===== src/rtl/jellyvl_etherneco_packet_tx.sv =====
// jellyvl_etherneco_packet_tx: ring-bus frame transmitter (preamble, header, payload, CRC-32 FCS); ports: clk/reset, tx_* command, s_payload_* source, m_tx_* byte stream
module jellyvl_etherneco_packet_tx #(
  parameter int PREAMBLE_BYTES = 8,
  parameter bit FCS_ENABLE     = 1'b1
) (
  input  logic        clk,
  input  logic        reset,
  input  logic        tx_start,
  input  logic [7:0]  tx_node,
  input  logic [7:0]  tx_type,
  input  logic [15:0] tx_length,
  output logic        tx_busy,
  output logic        tx_done,
  input  logic [7:0]  s_payload_data,
  input  logic        s_payload_valid,
  output logic        s_payload_ready,
  output logic        m_tx_first,
  output logic        m_tx_last,
  output logic [7:0]  m_tx_data,
  output logic        m_tx_valid,
  input  logic        m_tx_ready
);
  typedef enum logic [2:0] {IDLE, PREAMBLE, HEADER, PAYLOAD, FCS} state_t;
  localparam logic [15:0] PRE_LAST = 16'(PREAMBLE_BYTES - 1);
  state_t      state, state_next, state_end;
  logic [15:0] cnt, cnt_next, len;
  logic [7:0]  node, kind, byte_data;
  logic [31:0] crc, crc_byte, crc_out;
  logic        load, accept, avail, step, end_of, byte_last;
  function automatic logic [31:0] crc_step(input logic [31:0] c, input logic [7:0] d);
    logic [31:0] r;
    r = c ^ {24'h0, d};
    for (int i = 0; i < 8; i++) r = r[0] ? (r >> 1) ^ 32'hEDB88320 : r >> 1;
    return r;
  endfunction
  always_comb begin
    load            = !m_tx_valid | m_tx_ready;
    accept          = tx_start & !tx_busy;
    avail           = (state == PAYLOAD) ? s_payload_valid : (state != IDLE);
    step            = load & avail;
    s_payload_ready = (state == PAYLOAD) & load;
    crc_out         = ~crc;
    byte_data       = 8'h00;
    byte_last       = 1'b0;
    end_of          = 1'b0;
    state_end       = IDLE;
    case (state)
      PREAMBLE: begin
        byte_data = (cnt == PRE_LAST) ? 8'hD5 : 8'h55;
        end_of    = cnt == PRE_LAST;
        state_end = HEADER;
      end
      HEADER: begin
        byte_data = cnt[1:0] == 2'd0 ? node : cnt[1:0] == 2'd1 ? kind : cnt[1:0] == 2'd2 ? len[7:0] : len[15:8];
        end_of    = cnt[1:0] == 2'd3;
        state_end = PAYLOAD;
      end
      PAYLOAD: begin
        byte_data = s_payload_data;
        end_of    = cnt == len;
        byte_last = end_of & !FCS_ENABLE;
        state_end = FCS_ENABLE ? FCS : IDLE;
      end
      FCS: begin
        byte_data = crc_out[{cnt[1:0], 3'b000} +: 8];
        end_of    = cnt[1:0] == 2'd3;
        byte_last = end_of;
        state_end = IDLE;
      end
      default: ;
    endcase
    crc_byte   = crc_step(crc, byte_data);
    // the first preamble byte is loaded directly at accept, so the counter resumes at 1
    state_next = accept ? PREAMBLE : (step & end_of) ? state_end : state;
    cnt_next   = accept ? 16'd1 : !step ? cnt : end_of ? 16'd0 : cnt + 16'd1;
  end
  always_ff @(posedge clk) begin
    if (reset) begin
      state      <= IDLE;
      cnt        <= '0;
      node       <= '0;
      kind       <= '0;
      len        <= '0;
      crc        <= '1;
      tx_busy    <= 1'b0;
      tx_done    <= 1'b0;
      m_tx_first <= 1'b0;
      m_tx_last  <= 1'b0;
      m_tx_data  <= '0;
      m_tx_valid <= 1'b0;
    end else begin
      state   <= state_next;
      cnt     <= cnt_next;
      tx_done <= 1'b0;
      if (accept) begin
        node       <= tx_node;
        kind       <= tx_type;
        len        <= tx_length;
        crc        <= '1;
        tx_busy    <= 1'b1;
        m_tx_first <= 1'b1;
        m_tx_last  <= 1'b0;
        m_tx_data  <= 8'h55;
        m_tx_valid <= 1'b1;
      end else if (load) begin
        m_tx_valid <= step;
        if (step) begin
          m_tx_first <= 1'b0;
          m_tx_last  <= byte_last;
          m_tx_data  <= byte_data;
        end
        if (step & (state == HEADER | state == PAYLOAD)) crc <= crc_byte;
      end
      if (m_tx_valid & m_tx_ready & m_tx_last) begin
        tx_busy <= 1'b0;
        tx_done <= 1'b1;
      end
    end
  end
endmodule


===== config.mk =====
export PLATFORM = sky130hd
export DESIGN_NAME = jellyvl_etherneco_packet_tx
export DESIGN_NICKNAME = d
export VERILOG_FILES = /design/src/rtl/jellyvl_etherneco_packet_tx.sv
export SDC_FILE = /design/constraint.sdc
export NUM_CORES = 1
export LEC_CHECK = 0
export CAP_MARGIN = 10
export CORE_UTILIZATION = 57
export DETAILED_ROUTE_END_ITERATION = 6
export PLACE_DENSITY = 0.81
export SETUP_SLACK_MARGIN = 0.15
export SYNTH_ARGS = -nofsm -noshare
export SYNTH_HDL_FRONTEND = slang
export SYNTH_SLANG_ARGS = --single-unit

===== constraint.sdc =====
create_clock -name clk -period 4.4 [get_ports clk]
set_clock_uncertainty 0.05 [all_clocks]
set_input_delay 1.32 -clock clk [delete_from_list [all_inputs] [get_ports clk]]
set_output_delay 1.32 -clock clk [all_outputs]
set_load 0.02 [all_outputs]

# Word-level counts from Yosys, hierarchy flattened
# Index checks and enable logic that the tools add are counted.
[word_totals]
elab_cells = 89
out_inout_bits = 14
register_bits = 96
[classes]
n_eq_ne = 9
muxes = 31
n_addsub = 1
shift = 1
n_bitwise = 19
n_reduce_logical = 13
[op_table]
columns = ["op", "count"]
rows = [
  ["two-way mux 32 bit", 8],
  ["inverter 13 -> 14 bit", 8],
  ["two-way mux 8 bit", 4],
  ["inverter 32 bit", 1],
  ["case mux 8 bit (4 select lines)", 1],
  ["indexed part select 32 x 6 -> 8 bit", 1],
  ["XOR 32 x 8 -> 32 bit", 1],
  ["two-way mux 7 bit", 3],
  ["adder 16 x 1 -> 16 bit (second input constant)", 1],
  ["== test 16 bit", 1],
  ["== test 16 x 3 -> 1 bit (second input constant)", 1],
  ["two-way mux 16 bit", 1],
  ["two-way mux 1 bit", 12],
  ["case mux 3 bit (3 select lines)", 1],
  ["AND 1 bit", 7],
  ["== test 3 x 2 -> 1 bit (second input constant)", 2],
  ["AND reduction 2 bit", 3],
  ["nonzero test 2 bit", 3],
  ["OR reduction 2 bit", 3],
  ["== test 2 bit (second input constant)", 2],
  ["== test 3 x 1 -> 1 bit (second input constant)", 1],
  ["== test 3 bit (second input constant)", 1],
  ["case mux 1 bit (3 select lines)", 1],
  ["nonzero test 3 bit", 1],
  ["other kinds (4)", 6],
]

# Longest topological paths before layout
[logic_depth]
ltp_word = 22
ltp_mapped = 13
depth_no_buf = 10

# Least setup slack after synthesis
# No wires, ideal clock.
[synth_path]
path_type = "input -> register"
startpoint = "input s_payload_data[0]"
endpoint = "register crc[2]"
t_required_ns = 4.209
arrival_ns = 3.169
setup_time_ns = 0.141
setup_slack_ns = 1.039
stages = 9
cell_sequence = "or2b_1 -> a22oi_1 -> or3b_2 -> a22o_1 -> buf_4 -> xnor2_1 -> xor2_1 -> xnor2_1 -> o211ai_1"
[synth_via]
elab_chain_len = 12
[synth_rtl]
columns = ["item", "line_no", "source"]
rows = [
  ["start: declaration", "14", "input logic [7:0] s_payload_data,"],
  ["case mux 8 bit (4 select lines) *", "47", "case (state)"],
  ["XOR 32 x 8 -> 32 bit *", "32", "r = c ^ {24'h0, d};"],
  ["two-way mux 32 bit *", "33", "for (int i = 0; i < 8; i++) r = r[0] ? (r >> 1) ^ 32'hEDB88320 : r >> 1;"],
  ["inverter 13 -> 14 bit (no source line)", "-", ""],
  ["two-way mux 32 bit * (3 in a row)", "33", ""],
  ["inverter 13 -> 14 bit (no source line)", "-", ""],
  ["two-way mux 32 bit * (4 in a row)", "33", ""],
  ["end signal: assignment", "112", "if (step & (state == HEADER | state == PAYLOAD)) crc <= crc_byte;"],
  ["end: declaration", "28", "logic [31:0] crc, crc_byte, crc_out;"],
]
# Every way passes the cells marked *; elsewhere a longest branch is shown, timed or not.
# A chain may end at the register's enable or synchronous reset.

# Worst setup path after layout
[layout_path]
startpoint = "input m_tx_ready"
endpoint = "output s_payload_ready"
[layout_via]
elab_chain_len = 2
[layout_rtl]
columns = ["item", "line_no", "source"]
rows = [
  ["start: declaration", "21", "input logic m_tx_ready"],
  ["OR 1 bit", "37", "load = !m_tx_valid | m_tx_ready;"],
  ["AND 1 bit", "41", "s_payload_ready = (state == PAYLOAD) & load;"],
  ["end: declaration", "16", "output logic s_payload_ready,"],
]
# Every way passes these cells.

==> run summary <==
The I/O pin count is between 50 and 60. The area of the placeable core is approximately 8800 um2. TritonCTS built the clock tree. The post-synthesis cell count came out at a little over 600.

The final wirelength came out at approximately 13000 um. The fraction of layout cells with a size suffix above 1 is a little over 7%. VDD sags by at most between 0.2 and 0.25 mV. The run finished, with violations left. The final reports fail on DRC.

The cell area after layout is 6090 um2. The number of buffers inserted during clock tree synthesis came out at 9. The final antenna-violating net count is 0. The number of flops mapped to enable cells by yosys came out at 0.

The number of buffers on the longest clock path came out at 2. The number of cells upsized or downsized after cts came out at 0. The achievable clock frequency is roughly 240 MHz.

Setup violations remaining at the end of the flow were counted as 0. The number of hold violations in the final report is 0. The type of the most critical hold path is register to register. The delay contributed by the slowest stage of the critical path came out at a little over 600 ps. Sequential cells were found to cover roughly 36% of the synthesized design area.

The placement row count is 34. Prior to clock tree synthesis, the placed netlist has a worst setup slack of between 200 and 300 ps. The setup fix buffers added after clock tree synthesis is 0. The net count after synthesis came out at 659.

The width of the die came out at ~100 um. Relative to the synthesized area, the layout overhead comes to 15.6%. The max capacitance violation total is 0.

By area the synthesized netlist is led by dfxtp_1 36%, xnor2_1 9.6%, nand2_1 7.1%. The number of global-route vias before repair came out at between 4000 and 5000. Counting I/O delays and the setup requirement, the final critical path takes 4150 ps. The first detailed-routing pass ran for 7 iterations. By instance count, the leading cell after synthesis is nand2_1. The first global-routing pass estimated between 20000 and 25000 um of wire. The area after detailed placement came out at 5900 um2. The final setup TNS came out at 0 ps. The initial antenna violation count is 0. Traced cell by cell, the critical path runs through clkdlybuf4s50_1, nand2b_1, and2_1, clkdlybuf4s50_1. For the pin with the worst max-slew slack, the measured transition is approximately 1000 ps. The number of input and output port buffers inserted is 58.

The tightest hold margin came out at about 410 ps. The wire-length estimate of the detail-placed layout is 9550 um. The register bit total from synthesis is 96. The number of distinct library cells after synthesis came out at between 60 and 70.

The final max-slew violation count came out at 0. The clock latency on the worst-skew pair is approximately 360 ps. At the end of routability-driven placement, the weighted congestion stood at between 0.9 and 1. The chip height came out at 98.2 um.

The average wire length per cell after detail routing came out at 17.4 um. In the synthesized netlist the dominant register cell turns out to be dfxtp_1. The average instance in the mapped netlist occupies between 8 and 9 um2. The fraction of post-synthesis cell area in the top cell type by area is a little over a third. The antenna cell count came out at 0. The tree is rooted in a clkbuf_8. The initial core utilization came out at a little under 60%. The dominant delay contributor by cell family on the critical path is buffers and inverters. For the worst setup path, the data required time is 3030 ps. In this run the worst path has a maximum fanout of 3. The slack of the critical path came out at roughly 250 ps.

The category of the most critical setup path is primary input to output port. For this block, the via count after detailed routing is between 4000 and 5000. The power per standard cell area is between 300 and 400 nW/um2. The total number of clock tree sinks came out at 96. The relative max-transition margin is about a third. The total routing usage reported by global routing came out at between 20 and 30%. Summed over all instances, the cell type with the most area after synthesis is dfxtp_1.

The largest net degree at the start of global routing came out at 63. Setup repair after global routing left no endpoint under its margin. The number of warnings printed during yosys synthesis came out at 0. Counting stages on the worst path, the most repeated cell is clkdlybuf4s50_1.

The leakage dissipation came out at ~2.2 nW. After clock tree synthesis, the clock-pin slew on the worst setup and hold paths is ~90 ps. The utilization after layout is 68.9%.

The worst setup path is launched from a primary input. The part of the cycle the worst path needs came out at between 90% and 100%. The first-iteration detailed-routing DRC count is roughly 410. The H-tree was split into 3 levels. The proportion of synthesized flip-flops having asynchronous set or reset came out at 0%. The final layout contains about 700 nets. Among all stages on the critical path, the largest delay is contributed by clkdlybuf4s50_1. The global-route congestion overflow total came out at 0. The total die area came out at 9630 um2. The worst setup path is captured at an output port. In the routed layout, each cell is associated on average with a via count of around 6.0. The critical path contains buffers and inverters numbering 2 combined. The hold-fix buffer count after cts is 0. The cell area after synthesis came out at 5270 um2. The commonest cells after synthesis are 100 x nand2_1, 96 x dfxtp_1, 62 x a21oi_1. The number of DRC violations after detailed routing is 13. Data arrives at the worst endpoint at roughly 2800 ps.
-- state kept, by name (all words and copies together), names as in the netlist, 3 cells and up --
register,count
crc,32
cnt,16
len,16
kind,8
m_tx_data,8
node,8
state,3
-- worst paths after layout --
check,from,to,slack (ps),depth (start not counted)
worst min-delay path,node[4],node[4],410,2
worst max-delay path,m_tx_ready,s_payload_ready,250,4
worst max register to register,cnt[0],crc[19],410,11
worst min register to register,node[4],node[4],410,2
-- kinds of logic after synthesis --
| kind of cell | share of synthesized area (%) |
|---|---|
| AO/OA/AOI/OAI | 16.6 |
| XOR/XNOR | 18.3 |
| adder cells (fa/ha/maj) | 0.950 |
| buffers and inverters | 4.18 |
| flip-flops | 36.5 |
| multiplexers | 4.82 |
| AND/OR/NAND/NOR | 18.7 |
-- cells in the final DEF, fill, tap and decap left out, types with 4 or more instances in the layout --
| cell | netlist | routed |
|---|---|---|
| xnor2_1 | 58 | 58 |
| xor2_1 | 31 | 31 |
| nand4_1 | 10 | 10 |
| nor2_1 | 36 | 36 |
| mux4_2 | 5 | 5 |
| a221oi_1 | 7 | 7 |
| a21oi_1 | 62 | 62 |
| ha_1 | 4 | 4 |
| nor3b_1 | 8 | 8 |
| dfxtp_1 | 96 | 96 |
| clkdlybuf4s50_1 | 0 | 58 |
| nor4_1 | 4 | 4 |
| nor2b_1 | 7 | 6 |
| clkbuf_8 | 0 | 10 |
| nand3_1 | 13 | 13 |
| nand2_1 | 100 | 100 |
| o211ai_1 | 18 | 18 |
| inv_1 | 10 | 10 |
| mux2i_1 | 13 | 13 |
| nand2b_1 | 7 | 7 |
| buf_4 | 1 | 12 |
| o21ai_0 | 17 | 17 |
-- report_power, final --
| group | switching [W] | internal, W | leakage [nW] | total [W] |
|---|---|---|---|---|
| Sequential | 0.0000232 | 0.000895 | 0.782 | 0.000918 |
| Combinational | 0.000178 | 0.000151 | 1.32 | 0.000330 |
| Clock | 0.000306 | 0.000280 | 0.0928 | 0.000586 |
-- worst reg2reg max path: cells and delay by family (launching register included) --
kind	cells	cell delay, ps
XOR/XNOR	4	1590
AO/OA/AOI/OAI	3	880
flip-flops	1	540
buffers and inverters	2	320
adder cells (fa/ha/maj)	1	320
multiplexers	1	160
-- metrics by stage --
| step | std cells | power [W] |
|---|---|---|
| 2_1_floorplan | 610 | 0.00115 |
| 3_3_place_gp | 745 | 0.00125 |
| 3_5_place_dp | 745 | 0.00126 |
| 4_1_cts | 761 | 0.00184 |
| 5_1_grt | 761 | 0.00191 |
| 6_report | 761 | 0.00183 |
-- per-layer routing --
layer  track usage (%)  wire length, um
met4              10.2              366
met2              48.4             6480
met3              4.65              547
met1              37.1             5820
met5                 0                0
-- area by class of cell --
class	count	area (um2)
inverter	10	37.5
multi-input combinational	461	3130
fill	722	2750
clock inverter	4	53.8
clock buffer	12	145
timing repair buffer	70	671
sequential	96	1920
tap	108	135
No activity file was read; power rests on OpenSTA's default activity.
